`src/rtl/multi_delay_gen_pkg.sv`:
```
// Shared types and default constants for the multi-channel delay generator.
// Each channel waits a programmable number of timebase ticks before gating its enable.
package multi_delay_gen_pkg;

  typedef enum logic [1:0] {
    IDLE  = 2'd0,
    COUNT = 2'd1,
    DONE  = 2'd2
  } chan_state_e;

  localparam int DEF_NUM_CH = 4;
  localparam int DEF_CNT_W  = 16;

endpackage

```
`src/rtl/delay_chan.sv`:
```
// One delay channel: latches its delay on leaving IDLE, counts ticks, then gates enable.
//   state | meaning
//   IDLE  | waiting to start; one-shot starts at once, retrigger waits for enable_i
//   COUNT | counting ticks up to the latched delay
//   DONE  | delay elapsed; enable_o follows enable_i one cycle late
module delay_chan
  import multi_delay_gen_pkg::*;
#(
  parameter int CNT_W  = DEF_CNT_W,
  parameter bit RETRIG = 1'b0
) (
  input  logic             clk_i,
  input  logic             arst_ni,
  input  logic             tick_i,
  input  logic             clear_i,
  input  logic [CNT_W-1:0] delay_i,
  input  logic             enable_i,
  output logic             enable_o,
  output logic             done_o
);

  chan_state_e      state;
  logic [CNT_W-1:0] cnt;
  logic [CNT_W-1:0] dly;
  logic [CNT_W-1:0] cnt_nxt;
  logic             start;
  logic             drop;

  assign cnt_nxt = cnt + 1'b1;
  assign start   = RETRIG ? enable_i : 1'b1;
  // Retrigger channels abandon progress as soon as the request goes away.
  assign drop    = RETRIG && !enable_i;

  always_ff @(posedge clk_i or negedge arst_ni) begin
    if (!arst_ni) begin
      state    <= IDLE;
      cnt      <= '0;
      dly      <= '0;
      enable_o <= 1'b0;
    end else if (clear_i) begin
      state    <= IDLE;
      cnt      <= '0;
      dly      <= '0;
      enable_o <= 1'b0;
    end else begin
      enable_o <= enable_i && (state == DONE);
      case (state)
        IDLE: begin
          if (start) begin
            dly   <= delay_i;
            cnt   <= '0;
            state <= (delay_i == '0) ? DONE : COUNT;
          end
        end
        COUNT: begin
          if (drop) begin
            state <= IDLE;
            cnt   <= '0;
          end else if (tick_i) begin
            // cnt stays below dly here, so the increment cannot wrap.
            cnt <= cnt_nxt;
            if (cnt_nxt == dly) state <= DONE;
          end
        end
        DONE: begin
          if (drop) begin
            state <= IDLE;
            cnt   <= '0;
          end
        end
        default: begin
          state <= IDLE;
          cnt   <= '0;
        end
      endcase
    end
  end

  assign done_o = (state == DONE);

endmodule

```
`src/rtl/multi_delay_gen.sv`:
```
// Array of independent delay channels sharing one timebase tick and a global clear.
// Bit g of RETRIG_MASK selects retrigger (1) or one-shot (0) behaviour for channel g.
module multi_delay_gen
  import multi_delay_gen_pkg::*;
#(
  parameter int                NUM_CH      = DEF_NUM_CH,
  parameter int                CNT_W       = DEF_CNT_W,
  parameter logic [NUM_CH-1:0] RETRIG_MASK = '0
) (
  input  logic                    clk_i,
  input  logic                    arst_ni,
  input  logic                    tick_i,
  input  logic                    clear_i,
  input  logic [NUM_CH*CNT_W-1:0] delay_i,
  input  logic [NUM_CH-1:0]       enable_i,
  output logic [NUM_CH-1:0]       enable_o,
  output logic [NUM_CH-1:0]       done_o
);

  for (genvar g = 0; g < NUM_CH; g++) begin : g_chan
    delay_chan #(
      .CNT_W  (CNT_W),
      .RETRIG (RETRIG_MASK[g])
    ) u_chan (
      .clk_i    (clk_i),
      .arst_ni  (arst_ni),
      .tick_i   (tick_i),
      .clear_i  (clear_i),
      .delay_i  (delay_i[g*CNT_W +: CNT_W]),
      .enable_i (enable_i[g]),
      .enable_o (enable_o[g]),
      .done_o   (done_o[g])
    );
  end

endmodule

```
`config.mk`:
```
export PLATFORM = sky130hd
export DESIGN_NAME = multi_delay_gen
export DESIGN_NICKNAME = d
export VERILOG_FILES = /design/src/rtl/multi_delay_gen_pkg.sv /design/src/rtl/delay_chan.sv /design/src/rtl/multi_delay_gen.sv
export SDC_FILE = /design/constraint.sdc
export NUM_CORES = 1
export LEC_CHECK = 0
export ABC_CLOCK_PERIOD_IN_PS = 3100
export CORE_MARGIN = 4
export CORE_UTILIZATION = 55
export CTS_CLUSTER_DIAMETER = 150
export DETAILED_ROUTE_END_ITERATION = 8
export DONT_BUFFER_PORTS = 1
export PLACE_DENSITY = 0.7
export SLEW_MARGIN = 20
export SYNTH_ARGS = -nofsm -noshare
export SYNTH_HDL_FRONTEND = slang
export SYNTH_HIERARCHICAL = 1
export SYNTH_SLANG_ARGS = --single-unit
```
`constraint.sdc`:
```
create_clock -name clk_i -period 3.1 [get_ports clk_i]
set_input_delay 0.62 -clock clk_i [delete_from_list [all_inputs] [get_ports clk_i]]
set_output_delay 0.62 -clock clk_i [all_outputs]
set_load 0.02 [all_outputs]
```
# Yosys cells after proc, flatten, opt, wreduce, memory -nomap -nowiden
# Cells that the tools add are included.
[word_totals]
register_bits = 140
latchBits = 0
ram_bits = 0
mem_bits_ro = 0
output_inout_bits = 8
mem_count = 0
[classes]
n_addsub = 4
n_mul = 0
div_mod_pow = 0
order_cmp = 0
eq_ne = 24
shifts = 0
muxes = 44
bitwise_logic = 0
reduce_logical = 24
[ops]
columns = ["cell", "n"]
rows = [
  ["16-bit 2-to-1 mux", 16],
  ["16-bit case mux with 2 select lines", 4],
  ["16-bit by 1-bit adder with 16-bit output (second input constant)", 4],
  ["16-bit equality test", 4],
  ["16-bit logical NOT", 4],
  ["2-bit 2-to-1 mux", 16],
  ["2-bit case mux with 3 select lines", 4],
  ["3-bit by 2-bit != test with 1-bit output (second input constant)", 4],
  ["3-bit != test (second input constant)", 4],
  ["3-bit AND reduction", 4],
  ["2-bit by 1-bit equality test with 1-bit output (second input constant)", 4],
  ["2-bit equality test (second input constant)", 4],
  ["2-bit logical NOT", 4],
  ["2-bit != test (second input constant)", 4],
  ["2-bit AND reduction", 4],
  ["2-bit nonzero test", 4],
  ["1-bit logical AND", 4],
  ["1-bit 2-to-1 mux", 4],
]

# Logic depth before layout (Yosys ltp)
[logic_depth]
word_depth = 6
depth_mapped = 8

# Hierarchy
# The synthesis kept the hierarchy.
[modules_own_cells]
columns = ["mod", "instances", "cells_per_inst", "area_per_inst_um2", "seq_area_each_um2"]
rows = [
  ["delay_chan at g_chan[1].u_chan ...", 2, 264, 2169.6, 875.8],
  ["delay_chan at g_chan[3].u_chan", 1, 255, 2229.6, 875.8],
  ["delay_chan at g_chan[0].u_chan", 1, 244, 2112.0, 875.8],
]

# Worst setup path after synthesis
# OpenSTA, ideal clock, no wires.
[synth_path]
kind = "register to register"
start = "register g_chan[3].u_chan.cnt[0]"
end = "register g_chan[3].u_chan.state[0]"
arrival_ps = 2139
required_time_ps = 2971
path_slack_ps = 831
path_stages_with_launch = 8
n_path_buf = 1
synth_period_minus_slack_ps = 2269
cell_sequence = "dfrtp_1 > ha_1 > and3_1 > clkbuf_1 > and3_1 > o41ai_1 > nand4_1 > o41a_1"
[synth_via]
elab_chain_cells = 4
[synth_lines]
columns = ["element", "line_no", "rtl"]
rows = [
  ["start, declared", "delay_chan.sv:23", "logic [CNT_W-1:0] cnt;"],
  ["start signal, assigned", "delay_chan.sv:61", "cnt <= cnt_nxt;"],
  ["16-bit by 1-bit adder with 16-bit output", "delay_chan.sv:29", "assign cnt_nxt = cnt + 1'b1;"],
  ["16-bit equality test", "delay_chan.sv:62", "if (cnt_nxt == dly) state <= DONE;"],
  ["3-bit by 2-bit != test with 1-bit output (no source line)", "--", ""],
  ["3-bit AND reduction (no source line)", "--", ""],
  ["end signal, assigned", "delay_chan.sv:52", "state <= (delay_i == '0) ? DONE : COUNT;"],
  ["end, declared", "delay_chan.sv:22", "chan_state_e state;"],
]
# Every way passes these cells.
# A chain may end at the register's enable or synchronous reset.

# Final worst setup path
[layout_path]
start = "register g_chan[2].u_chan.cnt[0]"
end = "register g_chan[2].u_chan.state[1]"
[layout_via]
elab_chain_cells = 4
[layout_lines]
columns = ["element", "line_no"]
rows = [
  ["start, declared", "delay_chan.sv:23"],
  ["start signal, assigned", "delay_chan.sv:61"],
  ["16-bit by 1-bit adder with 16-bit output", "delay_chan.sv:29"],
  ["16-bit equality test", "delay_chan.sv:62"],
  ["3-bit by 2-bit != test with 1-bit output (no source line)", "--"],
  ["3-bit AND reduction (no source line)", "--"],
  ["end signal, assigned", "delay_chan.sv:52"],
  ["end, declared", "delay_chan.sv:22"],
]
# Every way passes these cells.

==> qor.txt <==
R2R cell count: 7
drt first-iter violations: 657
HP Class: primary input to async pin
post-synthesis sequential area ratio: 40.4%
Worst Path Max Fanout: 8
max frequency: 385 MHz
port buffer count: 0
Max-Cap Viols: 0
number of synthesized register bits: 140
Warnings, synthesis: 6
PwrDens: 607 nW/um^2
drt drc: 0
TritonCTS buffer count: 17
critical path data arrival time: 2.94 ns
number of synthesized flops with an enable pin: 0
Hold Slack: -0.105 ns
Worst Setup Start Kind: register
Core ar.: 15,300 sq um
n_diodes: 0
Rows: 45
RSZ-0062 raised after global routing: no
Final #Nets: 1,070
setup tns final: 0 ns
die area: 17,900 sq um
Clock power frac: 37.5%
internal power: 3910 uW
Switch Pwr: 1760 uW
crit path launch: g_chan[2].u_chan/cnt[0]$_DFFE_PN0P_
critical path class: register to register
failing checks: hold timing
Gate power share: 23.1%
Reg2Reg Setup Slack: 0.50 ns
htree depth: 4
global-route wire length before repair: 34,000 microns
Fin. Hold Viols: 140
reg2reg end: g_chan[2].u_chan/state[1]$_DFFE_PN0P_
Primary FF master, synth: dfrtp_1
synthesized area: 8680 sq um
Slew HR: 33.7%
All-Layer GR Usage: 23.4%
non-filler cells, final: 1,217
clock skew: 0.00723 ns
CTS resizes: 0
First-pass DRT Iterations: 5
fin crit share: 83.8%
final setup vio count: 0
Mapped Nets: 1,103
Max Buffers Root-to-Sink: 2
Unique masters post-synth: 74
P_leak: 0.00386 uW
Antenna Nets Post-Route: 0
CTS tree: done
vias per cell: 6.06
worst-margin pin slew: 0.991 ns
Reg power frac: 39.4%
dpl hpwl: 14,300 microns
Chip Width: 134 microns
Async S/R FF share, synth: 100%
Layout fillers: 1,393
pin count of the biggest net entering global routing: 141
worst setup path endpoint: g_chan[2].u_chan/state[1]$_DFFE_PN0P_
overflow left after global routing: 0
drt wl/cell: 17.0 microns
Worst R2R Start: g_chan[2].u_chan/cnt[0]$_DFFE_PN0P_
total setup buffers inserted after CTS: 0
fin crit period: 2.60 ns
max-slew violations: 0
die height: 134 microns
via count: 7,372
CP endpoint kind: register
TritonCTS Sinks: 140
outcome: finished with violations
initial antenna violation count: 0
Top Ports: 80
Layout Area Growth over Synthesis: 7.55%
sw frac: 31.1%
fraction of layout cells with a size suffix above 1: 7.65%
starting density of the core: 56.7%
vias in the first global route: 6,791
Avg Synthesized Cell Area: 8.45 sq um
Post-Route WL: 20,700 microns
clk root buf: clkbuf_16
Worst-path clk slew: 0.06 ns
Placer Congestion: 0.872
Worst VDD drop: 0.455 mV
cells after synthesis: 1,027
Clock Latency Late Sink: 0.42 ns
Placed Instances: 1,186
Worst Path Required: 3.44 ns
-- cell type report --
class | instances | area (sq um) | area share (%)
multi-input combinational | 819 | 4870 | 52.1
sequential | 140 | 3500 | 37.5
clock buffer | 19 | 443 | 4.74
tap | 211 | 264 | 2.83
clock inverter | 12 | 171 | 1.84
timing repair buffer | 7 | 52.6 | 0.563
inverter | 9 | 33.8 | 0.362
-- metrics by stage --
step	setup slack (ns)	cell area, sq um	total power, uW	hold WS, ns	utilization, %
floorplan	0.831	8680	3260	0.324	-
global placement	0.650	8720	3540	0.331	57.0
detailed placement	0.568	8720	3560	0.330	57.0
CTS	0.544	9340	5700	-0.117	61.0
global route	0.219	9340	5950	-0.126	61.0
finish	0.501	9340	5670	-0.105	61.0
-- per-layer routing --
layer	part of all wire (%)	global-route usage (%)
met5	0	0
met2	46	36.1
met4	1.5	6.74
met3	6.1	5.63
met1	46	33.0
-- cells in the final DEF (no fill, tap or decap), drive strengths merged, types with 9 or more instances in the layout --
cell type and n:
nor4 41, nor2b 11, o21ai 84, nor2 78
a21oi 95, or2 10, xnor2 63, nor3 17
dfrtp 140, xor2 28, nand4 29, and3 13
inv 9, clkbuf 19, o31ai 17, nand3 26
nand2 191
-- how the worst min path moves through the flow --
stage / startpoint / slack [ns] / to
after detailed placement: arst_ni / 0.33 / g_chan[2].u_chan/dly[6]$_DFFE_PN0P_
after global routing: arst_ni / -0.13 / g_chan[2].u_chan/dly[8]$_DFFE_PN0P_
after CTS: arst_ni / -0.12 / g_chan[2].u_chan/cnt[8]$_DFFE_PN0P_
after global placement: arst_ni / 0.33 / g_chan[2].u_chan/dly[6]$_DFFE_PN0P_
after floorplan: arst_ni / 0.32 / g_chan[0].u_chan/cnt[0]$_DFFE_PN0P_
final: arst_ni / -0.10 / g_chan[2].u_chan/dly[8]$_DFFE_PN0P_
-- cells by family after synthesis --
kind of cell / count (synthesis) / synth area share, %
simple gates: 448 / 26.3
compound gates: 266 / 18.6
flops: 140 / 40.4
xor+xnor: 91 / 9.35
buf+inv: 68 / 3.56
mux: 10 / 1.23
fa+ha+maj: 4 / 0.577
-- power groups by stage --
stage          sequential, uW  clock (uW)  combinational (uW)
2_1_floorplan            2190           0                1060
3_3_place_gp             2260           0                1280
3_5_place_dp             2260           0                1290
4_1_cts                  2230        2170                1300
5_1_grt                  2260        2240                1450
6_report                 2230        2120                1310
-- synth_stat cells, drive strengths merged, types with 24 or more instances --
library cell	count	area, sq um
nor4	41	342
nand4	29	224
buf	24	144
nand3	26	160
dfrtp	140	3500
o21ai	84	420
xnor2	63	567
clkbuf	35	131
a21oi	95	475
nand2	191	717
nor2	78	293
xor2	28	245
-- worst max-delay path, stage by stage, from the launching register on --
cell and delay, ns:
dfrtp_1 0.42, ha_1 0.33, nand4_1 0.24, nor4_1 0.58
xnor2_1 0.20, o221ai_2 0.13, or4_1 0.47, a21oi_1 0.15
-- registers in the layout, summed over array words and instances (netlist names) --
register                count
g_chan.u_chan/enable_o      4
g_chan.u_chan/state         8
g_chan.u_chan/dly          64
g_chan.u_chan/cnt          64
No activity file was read; power rests on OpenSTA's default activity.
